$ cat config.mk
export PLATFORM = sky130hd
export DESIGN_NAME = trng_arbiter_flat
export DESIGN_NICKNAME = d
export VERILOG_FILES = /design/src/rtl/trng_arbiter_pkg.sv /design/src/rtl/trng_arbiter_if.sv /design/src/rtl/trng_arbiter_rr_pick.sv /design/src/rtl/trng_arbiter.sv /design/src/flat_wrapper.sv
export SDC_FILE = /design/constraint.sdc
export NUM_CORES = 1
export LEC_CHECK = 0
export ABC_AREA = 1
export BUFFER_PORTS_ARGS = -buffer_cell sky130_fd_sc_hd__buf_2
export CAP_MARGIN = 5
export CORE_MARGIN = 10
export CORE_UTILIZATION = 57
export CTS_BUF_LIST = sky130_fd_sc_hd__clkbuf_8
export CTS_CLUSTER_SIZE = 14
export DETAILED_ROUTE_END_ITERATION = 12
export GPL_TIMING_DRIVEN = 1
export PLACE_DENSITY = 0.79
export SLEW_MARGIN = 0
export SYNTH_ARGS = -nofsm -noshare
export SYNTH_HDL_FRONTEND = slang
export SYNTH_SLANG_ARGS = --single-unit
$ cat constraint.sdc
create_clock -name clk -period 2.7 [get_ports clk]
set_clock_uncertainty 0.1 [all_clocks]
set_input_delay 0.27 -clock clk [delete_from_list [all_inputs] [get_ports clk]]
set_output_delay 0.27 -clock clk [all_outputs]
set_load 0.02 [all_outputs]
$ cat src/rtl/trng_arbiter_pkg.sv
// trng_arbiter_pkg: state encoding and width helpers shared by the TRNG arbiter files
package trng_arbiter_pkg;

    localparam logic [1:0] S_IDLE    = 2'd0;
    localparam logic [1:0] S_FETCH   = 2'd1;
    localparam logic [1:0] S_REARM   = 2'd2;
    localparam logic [1:0] S_DELIVER = 2'd3;

    function automatic int samples_of(int out_w, int trng_w);
        return out_w / trng_w;
    endfunction

    function automatic int ctr_w(int max_val);
        return (max_val < 1) ? 1 : $clog2(max_val + 1);
    endfunction

    function automatic int idx_w(int n);
        return (n < 2) ? 1 : $clog2(n);
    endfunction

endpackage

$ cat src/rtl/trng_arbiter_if.sv
// trng_arbiter_if: requester-side request/response bundle of the TRNG arbiter
interface trng_arbiter_if #(
    parameter int NUM_REQ   = 2,
    parameter int OUT_WIDTH = 32
);
    logic [NUM_REQ-1:0]   req_i;
    logic [NUM_REQ-1:0]   rsp_valid_o;
    logic                 rsp_err_o;
    logic [OUT_WIDTH-1:0] rsp_data_o;

    modport master (output req_i, input rsp_valid_o, rsp_err_o, rsp_data_o);
    modport slave  (input req_i, output rsp_valid_o, rsp_err_o, rsp_data_o);
endinterface

$ cat src/rtl/trng_arbiter_rr_pick.sv
// rr_pick: combinational round-robin selector, searches upward from ptr_i+1 with wrap
module rr_pick
    import trng_arbiter_pkg::*;
#(
    parameter int NUM_REQ = 2,
    localparam int IW     = idx_w(NUM_REQ)
) (
    input  logic [NUM_REQ-1:0] req_i,
    input  logic [IW-1:0]      ptr_i,
    output logic [IW-1:0]      idx_o,
    output logic               any_o
);
    logic [IW-1:0] j;

    // scan from lowest priority to highest so the nearest set bit after ptr_i wins
    always_comb begin
        idx_o = '0;
        j     = '0;
        for (int i = NUM_REQ; i >= 1; i--) begin
            j = IW'((int'(ptr_i) + i) % NUM_REQ);
            if (req_i[j]) idx_o = j;
        end
    end

    assign any_o = |req_i;
endmodule

$ cat src/rtl/trng_arbiter.sv
// trng_arbiter: shares one TRNG sample source among requesters, packing samples into words
module trng_arbiter
    import trng_arbiter_pkg::*;
#(
    parameter int NUM_REQ        = 2,
    parameter int TRNG_WIDTH     = 4,
    parameter int OUT_WIDTH      = 32,
    parameter int TIMEOUT_CYCLES = 1024
) (
    input  logic                  clk,
    input  logic                  resetn,
    trng_arbiter_if.slave         bus,
    output logic                  busy_o,
    output logic                  trng_req,
    input  logic [TRNG_WIDTH-1:0] trng_word,
    input  logic                  trng_valid
);
    localparam int SAMPLES = samples_of(OUT_WIDTH, TRNG_WIDTH);
    localparam int IW      = idx_w(NUM_REQ);
    localparam int CW      = ctr_w(SAMPLES);
    localparam int TW      = ctr_w(TIMEOUT_CYCLES);
    localparam logic [CW-1:0] CNT_LAST = CW'(SAMPLES - 1);
    localparam logic [TW-1:0] TMO_LAST = TW'((TIMEOUT_CYCLES == 0) ? 0 : TIMEOUT_CYCLES - 1);

    logic [1:0]           state_q, state_d;
    logic [IW-1:0]        grant_q, grant_d, ptr_q, ptr_d, pick;
    logic [OUT_WIDTH-1:0] acc_q, acc_d, data_q, data_d;
    logic [CW-1:0]        cnt_q, cnt_d;
    logic [TW-1:0]        tmo_q, tmo_d;
    logic [NUM_REQ-1:0]   vld_q, vld_d;
    logic                 err_q, err_d, req_q, req_d, busy_q, busy_d, any;
    logic                 tmo_hit;

    rr_pick #(.NUM_REQ(NUM_REQ)) u_pick (
        .req_i (bus.req_i),
        .ptr_i (ptr_q),
        .idx_o (pick),
        .any_o (any)
    );

    assign tmo_hit = (TIMEOUT_CYCLES != 0) && (tmo_q == TMO_LAST);

    // next-state logic: arbitration, sample packing, time-out and one-cycle response
    always_comb begin
        state_d = state_q;
        grant_d = grant_q;
        ptr_d   = ptr_q;
        acc_d   = acc_q;
        cnt_d   = cnt_q;
        tmo_d   = tmo_q;
        req_d   = req_q;
        vld_d   = '0;
        err_d   = 1'b0;
        data_d  = '0;
        case (state_q)
            S_IDLE: begin
                if (any) begin
                    grant_d = pick;
                    acc_d   = '0;
                    cnt_d   = '0;
                    tmo_d   = '0;
                    req_d   = 1'b1;
                    state_d = S_FETCH;
                end
            end
            S_FETCH: begin
                tmo_d = (tmo_q == '1) ? tmo_q : tmo_q + TW'(1);
                if (trng_valid) begin
                    acc_d = (acc_q << TRNG_WIDTH) | OUT_WIDTH'(trng_word);
                    cnt_d = (cnt_q == '1) ? cnt_q : cnt_q + CW'(1);
                    req_d = 1'b0;
                    if (cnt_q == CNT_LAST) begin
                        state_d = S_DELIVER;
                        vld_d   = NUM_REQ'(1) << grant_q;
                        data_d  = acc_d;
                    end else begin
                        state_d = S_REARM;
                    end
                end else if (tmo_hit) begin
                    req_d   = 1'b0;
                    acc_d   = '0;
                    err_d   = 1'b1;
                    vld_d   = NUM_REQ'(1) << grant_q;
                    state_d = S_DELIVER;
                end
            end
            S_REARM: begin
                tmo_d   = '0;
                req_d   = 1'b1;
                state_d = S_FETCH;
            end
            default: begin
                ptr_d   = grant_q;
                state_d = S_IDLE;
            end
        endcase
        busy_d = (state_d != S_IDLE);
    end

    // state and registered outputs; reset drops trng_req without waiting for a clock
    always_ff @(posedge clk or negedge resetn) begin
        if (!resetn) begin
            state_q <= S_IDLE;
            grant_q <= '0;
            ptr_q   <= IW'(NUM_REQ - 1);
            acc_q   <= '0;
            cnt_q   <= '0;
            tmo_q   <= '0;
            req_q   <= 1'b0;
            vld_q   <= '0;
            err_q   <= 1'b0;
            data_q  <= '0;
            busy_q  <= 1'b0;
        end else begin
            state_q <= state_d;
            grant_q <= grant_d;
            ptr_q   <= ptr_d;
            acc_q   <= acc_d;
            cnt_q   <= cnt_d;
            tmo_q   <= tmo_d;
            req_q   <= req_d;
            vld_q   <= vld_d;
            err_q   <= err_d;
            data_q  <= data_d;
            busy_q  <= busy_d;
        end
    end

    assign bus.rsp_valid_o = vld_q;
    assign bus.rsp_err_o   = err_q;
    assign bus.rsp_data_o  = data_q;
    assign busy_o          = busy_q;
    assign trng_req        = req_q;
endmodule

$ cat src/flat_wrapper.sv
// flat-port wrapper written by rule: the top's interface ports become plain ports
module trng_arbiter_flat import trng_arbiter_pkg::*;
#(
    parameter int NUM_REQ        = 2,
    parameter int TRNG_WIDTH     = 4,
    parameter int OUT_WIDTH      = 32,
    parameter int TIMEOUT_CYCLES = 1024
)
  (clk, resetn, busy_o, trng_req, trng_word, trng_valid, bus_req_i, bus_rsp_valid_o, bus_rsp_err_o, bus_rsp_data_o);
  trng_arbiter_if #(.NUM_REQ(NUM_REQ), .OUT_WIDTH(OUT_WIDTH)) bus_i ();
  input  logic clk;
  input  logic resetn;
  output logic busy_o;
  output logic trng_req;
  input  logic [TRNG_WIDTH-1:0] trng_word;
  input  logic trng_valid;
  input wire logic [$bits(bus_i.req_i)-1:0] bus_req_i;
  output wire logic [$bits(bus_i.rsp_valid_o)-1:0] bus_rsp_valid_o;
  output wire logic [$bits(bus_i.rsp_err_o)-1:0] bus_rsp_err_o;
  output wire logic [$bits(bus_i.rsp_data_o)-1:0] bus_rsp_data_o;
  assign bus_i.req_i = bus_req_i;
  assign bus_rsp_valid_o = bus_i.rsp_valid_o;
  assign bus_rsp_err_o = bus_i.rsp_err_o;
  assign bus_rsp_data_o = bus_i.rsp_data_o;
  trng_arbiter #(.NUM_REQ(NUM_REQ), .TRNG_WIDTH(TRNG_WIDTH), .OUT_WIDTH(OUT_WIDTH), .TIMEOUT_CYCLES(TIMEOUT_CYCLES)) u_core (.clk(clk), .resetn(resetn), .bus(bus_i), .busy_o(busy_o), .trng_req(trng_req), .trng_word(trng_word), .trng_valid(trng_valid));
endmodule
==> results of run 1 <==
## routing by layer
| metal | routed length, um | share of wire |
|---|---|---|
| met1 | 2820 | 0.46 |
| met2 | 2710 | 0.44 |
| met3 | 512 | 0.083 |
| met4 | 103 | 0.017 |
| met5 | 0 | 0 |
## path summary, 6_finish.rpt
check | startpoint | endpoint | slack, ns | cells past startpoint
max in group asynchronous | resetn | u_core.tmo_q[6]$_DFFE_PN0P_ | 1.87 | 1
max reg2reg | u_core.tmo_q[0]$_DFFE_PN0P_ | u_core.acc_q[22]$_DFFE_PN0P_ | 0.87 | 8
max | u_core.tmo_q[0]$_DFFE_PN0P_ | u_core.acc_q[22]$_DFFE_PN0P_ | 0.87 | 8
min reg2reg | u_core.acc_q[17]$_DFFE_PN0P_ | u_core.acc_q[17]$_DFFE_PN0P_ | 0.38 | 2
min in group clk | trng_word[3] | u_core.acc_q[3]$_DFFE_PN0P_ | 0.03 | 3
min | resetn | u_core.tmo_q[7]$_DFFE_PN0P_ | -0.04 | 1
## where the power goes
group | internal [mW] | leakage [nW] | switching [mW]
Sequential | 1.40 | 1.15 | 0.115
Clock | 0.338 | 0.0860 | 0.462
Combinational | 0.170 | 0.803 | 0.425
## area by class of cell
| type | instances | share of cell area |
|---|---|---|
| multi-input cells | 236 | 0.278 |
| flip-flops and latches | 84 | 0.564 |
| inverters | 22 | 0.0221 |
| clock inverters | 7 | 0.0138 |
| repair buffers | 47 | 0.0651 |
| clock buffers | 9 | 0.0332 |
| well taps | 72 | 0.0242 |
## flip-flops by register name (all words and copies together), names as in the netlist
signal and cells:
u_core.state_q 2, u_core.tmo_q 11, u_core.ptr_q 1, u_core.bus.rsp_valid_o 2, u_core.bus.rsp_data_o 32, u_core.cnt_q 4
u_core.trng_req 1, u_core.busy_o 1, u_core.bus.rsp_err_o 1, u_core.acc_q 28, u_core.grant_q 1
## layout by cell type, fill, tap and decap left out
master / instances
a21oi_1: 5
a32o_1: 1
and3_1: 1
buf_2: 44
buf_4: 3
clkbuf_8: 9
clkinv_2: 2
clkinv_4: 1
clkinvlp_4: 2
dfrtp_1: 83
dfstp_2: 1
ha_1: 2
inv_1: 22
inv_6: 2
nand2_1: 131
nand2_2: 6
nand2_4: 1
nand3_1: 16
nand4_1: 4
nor2_1: 46
nor2_4: 2
nor3_1: 1
o21ai_0: 13
o21ai_4: 1
o21bai_1: 1
o22ai_1: 1
o31ai_1: 1
or2_2: 2
xor2_1: 1
## kinds of logic (layout without fill, tap and decap cells)
kind of cell             after synthesis  count (layout)
AO/OA/AOI/OAI                         23              23
XOR/XNOR                               1               1
adder cells (fa/ha/maj)                2               2
buffers and inverters                 31              85
flip-flops                            84              84
AND/OR/NAND/NOR                      210             210
## per-stage QoR
step | hold slack, ns | area (sq um) | power [mW] | setup WS (ns)
detailed placement | 0.359 | 3550 | 2.14 | 0.890
CTS | 0.0177 | 3730 | 2.94 | 0.873
finish | -0.0433 | 3730 | 2.91 | 0.866
global route | 0.0443 | 3730 | 3.08 | 0.712
global placement | 0.353 | 3550 | 2.12 | 0.898
floorplan | -0.126 | 3290 | 2.01 | 1.11
==> out/metrics.yaml, run 1 <==
outcome:
  status: "complete, but fails checks"
  violations: "hold timing"
yosys:
  yosys_most_used_dff: "dfrtp_1"
  synth-simple-area-share: 0.262
  synthesis.nets: 362
  synth.cell_area_sq_mm: 0.00329
  ys_ff_latch: 84
  synth.avg_cell_area_sq_um: 9.39
  synth_edf_count: 0
  synth_top_area_frac: 0.630
  syn_inst: 351
  yosys_warnings: 0
  muxShareOfSynthArea: 0
  synth_top_cells_by_area: "dfrtp_1 (63%), nand2_1 (15%), nor2_1 (5.2%)"
  synth_top_family_by_area: "simple AND/OR/NAND/NOR gates"
  seq_area_frac_synth: 0.638
  yosys.area.top_type: "dfrtp_1"
  synth_xor_area_frac: 0.00266
  ys_types: 25
  synth_compound_area_frac: 0.0418
  synthArstFlopShare: 1.00
  synthAdderAreaFrac: 0.00760
  yosysMostFrequentCell: "nand2_1"
  synth.top_cells.by_count: "nand2_1 (131), dfrtp_1 (83), nor2_1 (46)"
power:
  ir_worst_vdd_uv: 679
  powerDensity_mw_per_mm2: 781
  p_leak_nw: 2.04
clock_network:
  numCtsBuffers: 9
  cts_setup_buffers: 0
  cts_tree: "built"
  cts_max_level: 3
  cts_hold_buf: 0
  root_buffer: "clkbuf_8"
  insertion_delay_ns: 0.35
  clock_tree.buffer_depth: 2
  clk_pin_slew_ns: 0.08
  cts_resized: 0
  clock-sinks: 84
global_routing:
  grt.busiest_layer: "met2"
  grt_use_met3: 0.0560
  met2_usage: 0.226
  antenna_found_initial: 0
  grt_pass1_vias: 2328
  grt_max_degree: 85
  gr-usage-met1: 0.178
  grt_overflow: 0
  grt.total_usage: 0.146
  grt_pass1_wl_um: 10600
sta:
  hold_ws_ns: -0.0433
  max-slew-margin-rel: 0.330
  max_freq_ghz: 0.545
  tns_ns: 0
  worstMarginPinSlew_ns: 1.01
  rsz0062_at_grt: "false"
  finalCritPeriodShare: 0.679
  min_period_ns: 1.83
  drv_slew: 0
  final-setup-viol-count: 0
  hold_viol_final: 27
floorplan:
  die_x_um: 96.0
  placeableCoreArea_sq_mm: 0.00557
  rows: 27
  io_pins: 46
  start_util: 0.591
  die_h_um: 96.0
  dieArea_sq_mm: 0.00922
placed_design:
  place.detailed.hpwl_um: 4130
  numPlacedInstances: 461
  io_buffers: 45
  place_congestion: 0.853
finish:
  diodes: 0
  syn2layout_area_growth_pct: 13.2
  layout.nets: 411
  multi_input_area_sq_mm: 0.00104
  stdcell_count: 477
  fillers: 462
  layout-drive-gt1-share: 0.188
  regArea_sq_mm: 0.00210
  final_util: 0.669
detailed_routing:
  vias: 2375
  via_per_inst: 4.98
  drtIter0Drc: 151
  route.detailed.drc: 0
  first_pass_iters: 4
  ant_nets: 0
  wl_um: 6150
  wl_per_cell_um: 12.9
worst_setup_path:
  crit_path_max_fanout: 28
  worstSetupPathType: "reg2reg"
  critPathMaxStageDelay_ns: 0.49
  start_kind: "register"
  cp.arrival_ns: 1.97
  crit_path_end_kind: "register"
  required_ns: 2.83
  cp_top_family: "simple AND/OR/NAND/NOR gates"
  worstPathCellList: "ha_1 > nand2_2 > nor2_4 > nand2_2 > o21ai_4 > nand2_4 > nand2_1 > nand2_1"
  worst_path_max_delay_cell: "dfrtp_1"
  crit_buf_inv: 0
run:
  max_cap_violations: 0
worst_hold_path:
  hold_path.class: "in2async"
(Power assumes the default switching activity.)
==> run 2, diff against run 1 <==
Settings changed: ABC_AREA 1 to 0, CORE_UTILIZATION 57 to 53, PLACE_DENSITY 0.79 to 0.77.
Clock period 2.7 ns to 1.5 ns, I/O delays scaled along.
==> run 2 against run 1 <==
Effect of this change: the flow finishes with violations (setup timing); worst hold slack improved by 0.12 ns; synthesized cell count shrank 27%; flip-flop and latch count stayed put; combinational power increased to 4.9 times the previous value; clock power up 110%; die area up 6.0%; final area rose by 32%; global-route usage is 4.9 points higher; highest routed layer unchanged.
==> out/metrics.yaml, run 2 <==
worst_setup_path:
  worstSetupPathType: "reg2reg"
  crit_path_max_fanout: 5
  crit_path_end_kind: "register"
  required_ns: 1.68
  ff2ff_setup_slack_ns: -0.31
  cp.arrival_ns: 2.00
  start_kind: "register"
floorplan:
  rows: 28
  start_util: 0.550
  die_x_um: 98.9
  die_h_um: 98.9
  io_pins: 46
  dieArea_sq_mm: 0.00978
  placeableCoreArea_sq_mm: 0.00599
power:
  ir_worst_vdd_uv: 1380
  p_leak_nw: 2.43
  totalPowerFinal_mw: 7.63
  powerDensity_mw_per_mm2: 1550
detailed_routing:
  wl_um: 11200
  ant_nets: 0
  drtIter0Drc: 294
  vias: 2846
  via_per_inst: 6.21
  wl_per_cell_um: 24.4
  route.detailed.drc: 0
  first_pass_iters: 5
yosys:
  syn_inst: 255
  yosys_warnings: 0
  synth_top_cells_by_area: "dfrtp_1 (63%), a22o_1 (7.7%), and2_1 (6.3%)"
  ys_ff_latch: 84
  yosys_most_used_dff: "dfrtp_1"
  yosys.area.top_type: "dfrtp_1"
  ys_types: 49
  synth_top_area_frac: 0.630
  synth.top_cells.by_count: "dfrtp_1 (83), and2_1 (33), a22o_1 (29)"
  synth.cell_area_sq_mm: 0.00330
  synth_edf_count: 0
  synth.avg_cell_area_sq_um: 12.9
  seq_area_frac_synth: 0.638
  synthArstFlopShare: 1.00
  yosysMostFrequentCell: "dfrtp_1"
  synthesis.nets: 266
clock_network:
  insertion_delay_ns: 0.37
  cts_max_level: 3
  numCtsBuffers: 9
  clock-sinks: 84
  clock_tree.buffer_depth: 2
  clk_pin_slew_ns: 0.09
  cts_tree: "built"
  root_buffer: "clkbuf_8"
finish:
  layout-drive-gt1-share: 0.512
  layout.nets: 390
  stdcell_count: 458
  final_util: 0.823
  regArea_sq_mm: 0.00210
  largest_reg_flops: 32
  final_common_cell: "dfrtp_1"
  stdcell_area_sq_mm: 0.00493
  multi_input_area_sq_mm: 0.00141
  diodes: 0
  fillers: 277
  final_cell_mix: "dfrtp_1 (83), buf_2 (44), buf_4 (42)"
  syn2layout_area_growth_pct: 49.6
sta:
  final-setup-viol-count: 83
  rsz0062_at_grt: "true"
  min_period_ns: 1.81
  setup_ws_ns: -0.314
  max_freq_ghz: 0.551
  max-slew-margin-rel: 0.723
  finalCritPeriodShare: 1.21
  hold_viol_final: 0
  hold_ws_ns: 0.0717
  drv_slew: 0
  worstMarginPinSlew_ns: 0.413
global_routing:
  antenna_found_initial: 0
  grt_max_degree: 36
  grt_overflow: 0
  grt_pass1_wl_um: 15300
  grt.total_usage: 0.195
  grt_pass1_vias: 2830
run:
  max_cap_violations: 0
placed_design:
  place_congestion: 0.892
  io_buffers: 45
  place.detailed.hpwl_um: 4940
  dpl-instance-area_sq_mm: 0.00394
  numPlacedInstances: 406
outcome:
  status: "complete, but fails checks"
  violations: "setup timing"
worst_hold_path:
  hold_path.class: "in2reg"
## run 2: final timing paths
path / to / startpoint / cells past startpoint
worst min-delay path: u_core.bus.rsp_err_o$_DFF_PN0_ / trng_valid / 3
worst max-delay path: u_core.tmo_q[6]$_DFFE_PN0P_ / u_core.state_q[0]$_DFF_PN0_ / 6
worst max register to register: u_core.tmo_q[6]$_DFFE_PN0P_ / u_core.state_q[0]$_DFF_PN0_ / 6
worst min register to register: u_core.bus.rsp_data_o[21]$_DFF_PN0_ / u_core.acc_q[17]$_DFFE_PN0P_ / 1
min in group asynchronous: u_core.bus.rsp_data_o[8]$_DFF_PN0_ / resetn / 2
max in group asynchronous: u_core.ptr_q$_DFFE_PN1N_ / resetn / 3
## run 2: kinds of logic after synthesis
| family | after synthesis | share of synthesized area |
|---|---|---|
| adder cells (fa/ha/maj) | 2 | 0.00759 |
| multiplexers | 3 | 0.00987 |
| AND/OR/NAND/NOR | 89 | 0.165 |
| flip-flops | 84 | 0.638 |
| buffers and inverters | 16 | 0.0269 |
| AO/OA/AOI/OAI | 61 | 0.153 |
## run 2: timing repair
item / CTS / global route
endpoints found under the hold margin: 92 / 0
setup endpoints to repair: 64 / 82
pin swaps: 26 / 26
gates resized for setup: 39 / 49
hold buffers: 6 / 0
setup buffers: 20 / 6
cloned: 7 / 1
## run 2: worst max-delay path: stages (launching register included)
cell and delay [ns]:
dfrtp_1 0.44, buf_6 0.15, buf_6 0.11, nand4b_1 0.15
nor3_2 0.11, or4_4 0.49, a21oi_2 0.18
## run 2: area by class of cell
class	instances	area share
repair buffers	123	0.224
clock inverters	5	0.0124
multi-input cells	156	0.286
clock buffers	10	0.0279
inverters	5	0.00431
flip-flops and latches	84	0.426
well taps	75	0.0190
## run 2: power by group
part | switching, mW | internal (mW) | leakage [nW]
Sequential | 0.398 | 2.65 | 1.14
Combinational | 1.41 | 1.49 | 1.19
Clock | 0.874 | 0.812 | 0.0910
## run 2: stage by stage
| stage | setup TNS (ns) | worst slack, ns |
|---|---|---|
| floorplan | -2.05 | -0.166 |
| global placement | -7.11 | -0.205 |
| detailed placement | -9.95 | -0.302 |
| CTS | -5.10 | -0.168 |
| global route | -18.43 | -0.329 |
| finish | -17.49 | -0.314 |
## run 2: per-layer routing
metal / GRT usage / vias to the layer above / wire, um
li1: - / 1180 / -
met1: 0.227 / 1422 / 4140
met2: 0.327 / 195 / 5540
met3: 0.0635 / 49 / 1040
met4: 0.0728 / 0 / 443
met5: 0 / - / 0
==> run 3, diff against run 2 <==
Settings changed: REMOVE_ABC_BUFFERS from default to 1.
==> run 3 against run 2 <==
Effect of this change: the flow still finishes with violations (setup timing); worst hold slack got worse by 0.019 ns; clock power increased by 10%; cell count increased by 1.7%; non-clock buffer count increased by 8.
==> out/metrics.yaml, run 3 (synthesized netlist as in run 2, its figures left out) <==
floorplan:
  io_pins: 46
  die_x_um: 98.9
  die_h_um: 98.9
  rows: 28
  dieArea_sq_mm: 0.00978
  placeableCoreArea_sq_mm: 0.00599
  start_util: 0.550
worst_hold_path:
  hold_path.class: "in2reg"
global_routing:
  grt_max_degree: 49
  grt_pass1_wl_um: 15100
  antenna_found_initial: 0
  grt_pass1_vias: 2883
  grt.total_usage: 0.192
  grt_overflow: 0
detailed_routing:
  route.detailed.drc: 0
  via_per_inst: 6.20
  ant_nets: 0
  first_pass_iters: 6
  drtIter0Drc: 233
  wl_per_cell_um: 23.2
  vias: 2891
  wl_um: 10800
sta:
  rsz0062_at_grt: "true"
  finalCritPeriodShare: 1.19
  setup_ws_ns: -0.289
  final-setup-viol-count: 82
  tns_ns: -14.07
  max_freq_ghz: 0.559
  worstMarginPinSlew_ns: 0.340
  drv_slew: 0
  hold_viol_final: 0
  hold_ws_ns: 0.0529
  min_period_ns: 1.79
  max-slew-margin-rel: 0.771
power:
  p_leak_nw: 2.45
  ir_worst_vdd_uv: 1380
  totalPowerFinal_mw: 7.59
  powerDensity_mw_per_mm2: 1550
placed_design:
  place.detailed.hpwl_um: 4920
  place_congestion: 0.946
  io_buffers: 45
worst_setup_path:
  crit_path_end_kind: "register"
  crit_path_max_fanout: 4
  required_ns: 1.66
  cp.arrival_ns: 1.95
  start_kind: "register"
  worstSetupPathType: "reg2reg"
clock_network:
  cts_tree: "built"
  clock_tree.buffer_depth: 2
  insertion_delay_ns: 0.37
  clock-sinks: 84
  numCtsBuffers: 9
  root_buffer: "clkbuf_8"
  cts_max_level: 3
  clk_pin_slew_ns: 0.10
finish:
  final_util: 0.815
  syn2layout_area_growth_pct: 48.0
  layout.nets: 398
  largest_reg_flops: 32
  diodes: 0
  fillers: 300
  final_common_cell: "dfrtp_1"
  layout-drive-gt1-share: 0.519
  final_cell_mix: "dfrtp_1 (82), buf_4 (48), buf_2 (44)"
outcome:
  violations: "setup timing"
  status: "complete, but fails checks"
run:
  max_cap_violations: 0
## run 3: changes by cell type in the layout (fill, tap and decap cells not counted), moves of 2 or more
cell        delta
a21oi_2        +2
a31oi_1        -2
clkinvlp_4     -2
a31oi_2        +2
buf_6          +9
buf_4          +6
nor2_1         +2
buf_16         -6
nand2_4        +2
## run 3: worst paths after layout
| check | startpoint | end | slack, ns | cells after the start |
|---|---|---|---|---|
| max in group asynchronous | resetn | u_core.ptr_q$_DFFE_PN1N_ | 0.87 | 3 |
| min in group asynchronous | resetn | u_core.state_q[1]$_DFF_PN0_ | 0.17 | 3 |
| worst min-delay path | bus_req_i[0] | u_core.cnt_q[3]$_DFFE_PN0P_ | 0.05 | 3 |
| worst min register to register | u_core.acc_q[25]$_DFFE_PN0P_ | u_core.bus.rsp_data_o[29]$_DFF_PN0_ | 0.43 | 1 |
| worst max-delay path | u_core.tmo_q[0]$_DFFE_PN0P_ | u_core.tmo_q[1]$_DFFE_PN0P_ | -0.29 | 6 |
| worst max register to register | u_core.tmo_q[0]$_DFFE_PN0P_ | u_core.tmo_q[1]$_DFFE_PN0P_ | -0.29 | 6 |
## run 3: worst max-delay path, stage by stage, from the launching register on
cell and delay, ns:
dfrtp_1 0.38, ha_2 0.20, buf_6 0.10, and4_4 0.20, nand4_1 0.23, buf_4 0.24, a32o_1 0.22
## run 3: final cells by class
type	count	area [sq um]	area share
Sequential cell	84	2100	0.431
Tap cell	75	93.8	0.0192
Multi-Input combinational cell	156	1380	0.284
Clock buffer	10	138	0.0282
Clock inverter	5	85.1	0.0174
Timing Repair Buffer	131	1050	0.216
Inverter	5	21.3	0.00436
## run 3: power by group
group	total [mW]	internal, mW	switching, mW
Sequential	3.00	2.65	0.355
Combinational	2.72	1.38	1.34
Clock	1.86	0.983	0.879
## run 3: timing repair
item	in CTS	in global routing
setup buffers	22	12
resized for setup	58	44
hold buffers	6	0
hold endpoints to repair	93	0
gates cloned	3	0
endpoints found under the setup margin	82	82
pin swaps	32	21
## run 3: stage by stage
stage               std cells  setup slack, ns  instance area (sq um)
finish                    466           -0.289                   4880
global route              466           -0.315                   4880
CTS                       461           -0.178                   4740
detailed placement        415           -0.441                   3980
global placement          415           -0.381                   3980
floorplan                 244           -0.324                   3230
## run 3: routing by layer
layer | vias up | global-route usage | wire length [um]
met5 | - | 0 | 0
li1 | 1197 | - | -
met3 | 42 | 0.0419 | 771
met1 | 1485 | 0.235 | 4110
met2 | 167 | 0.306 | 5440
met4 | 0 | 0.114 | 482
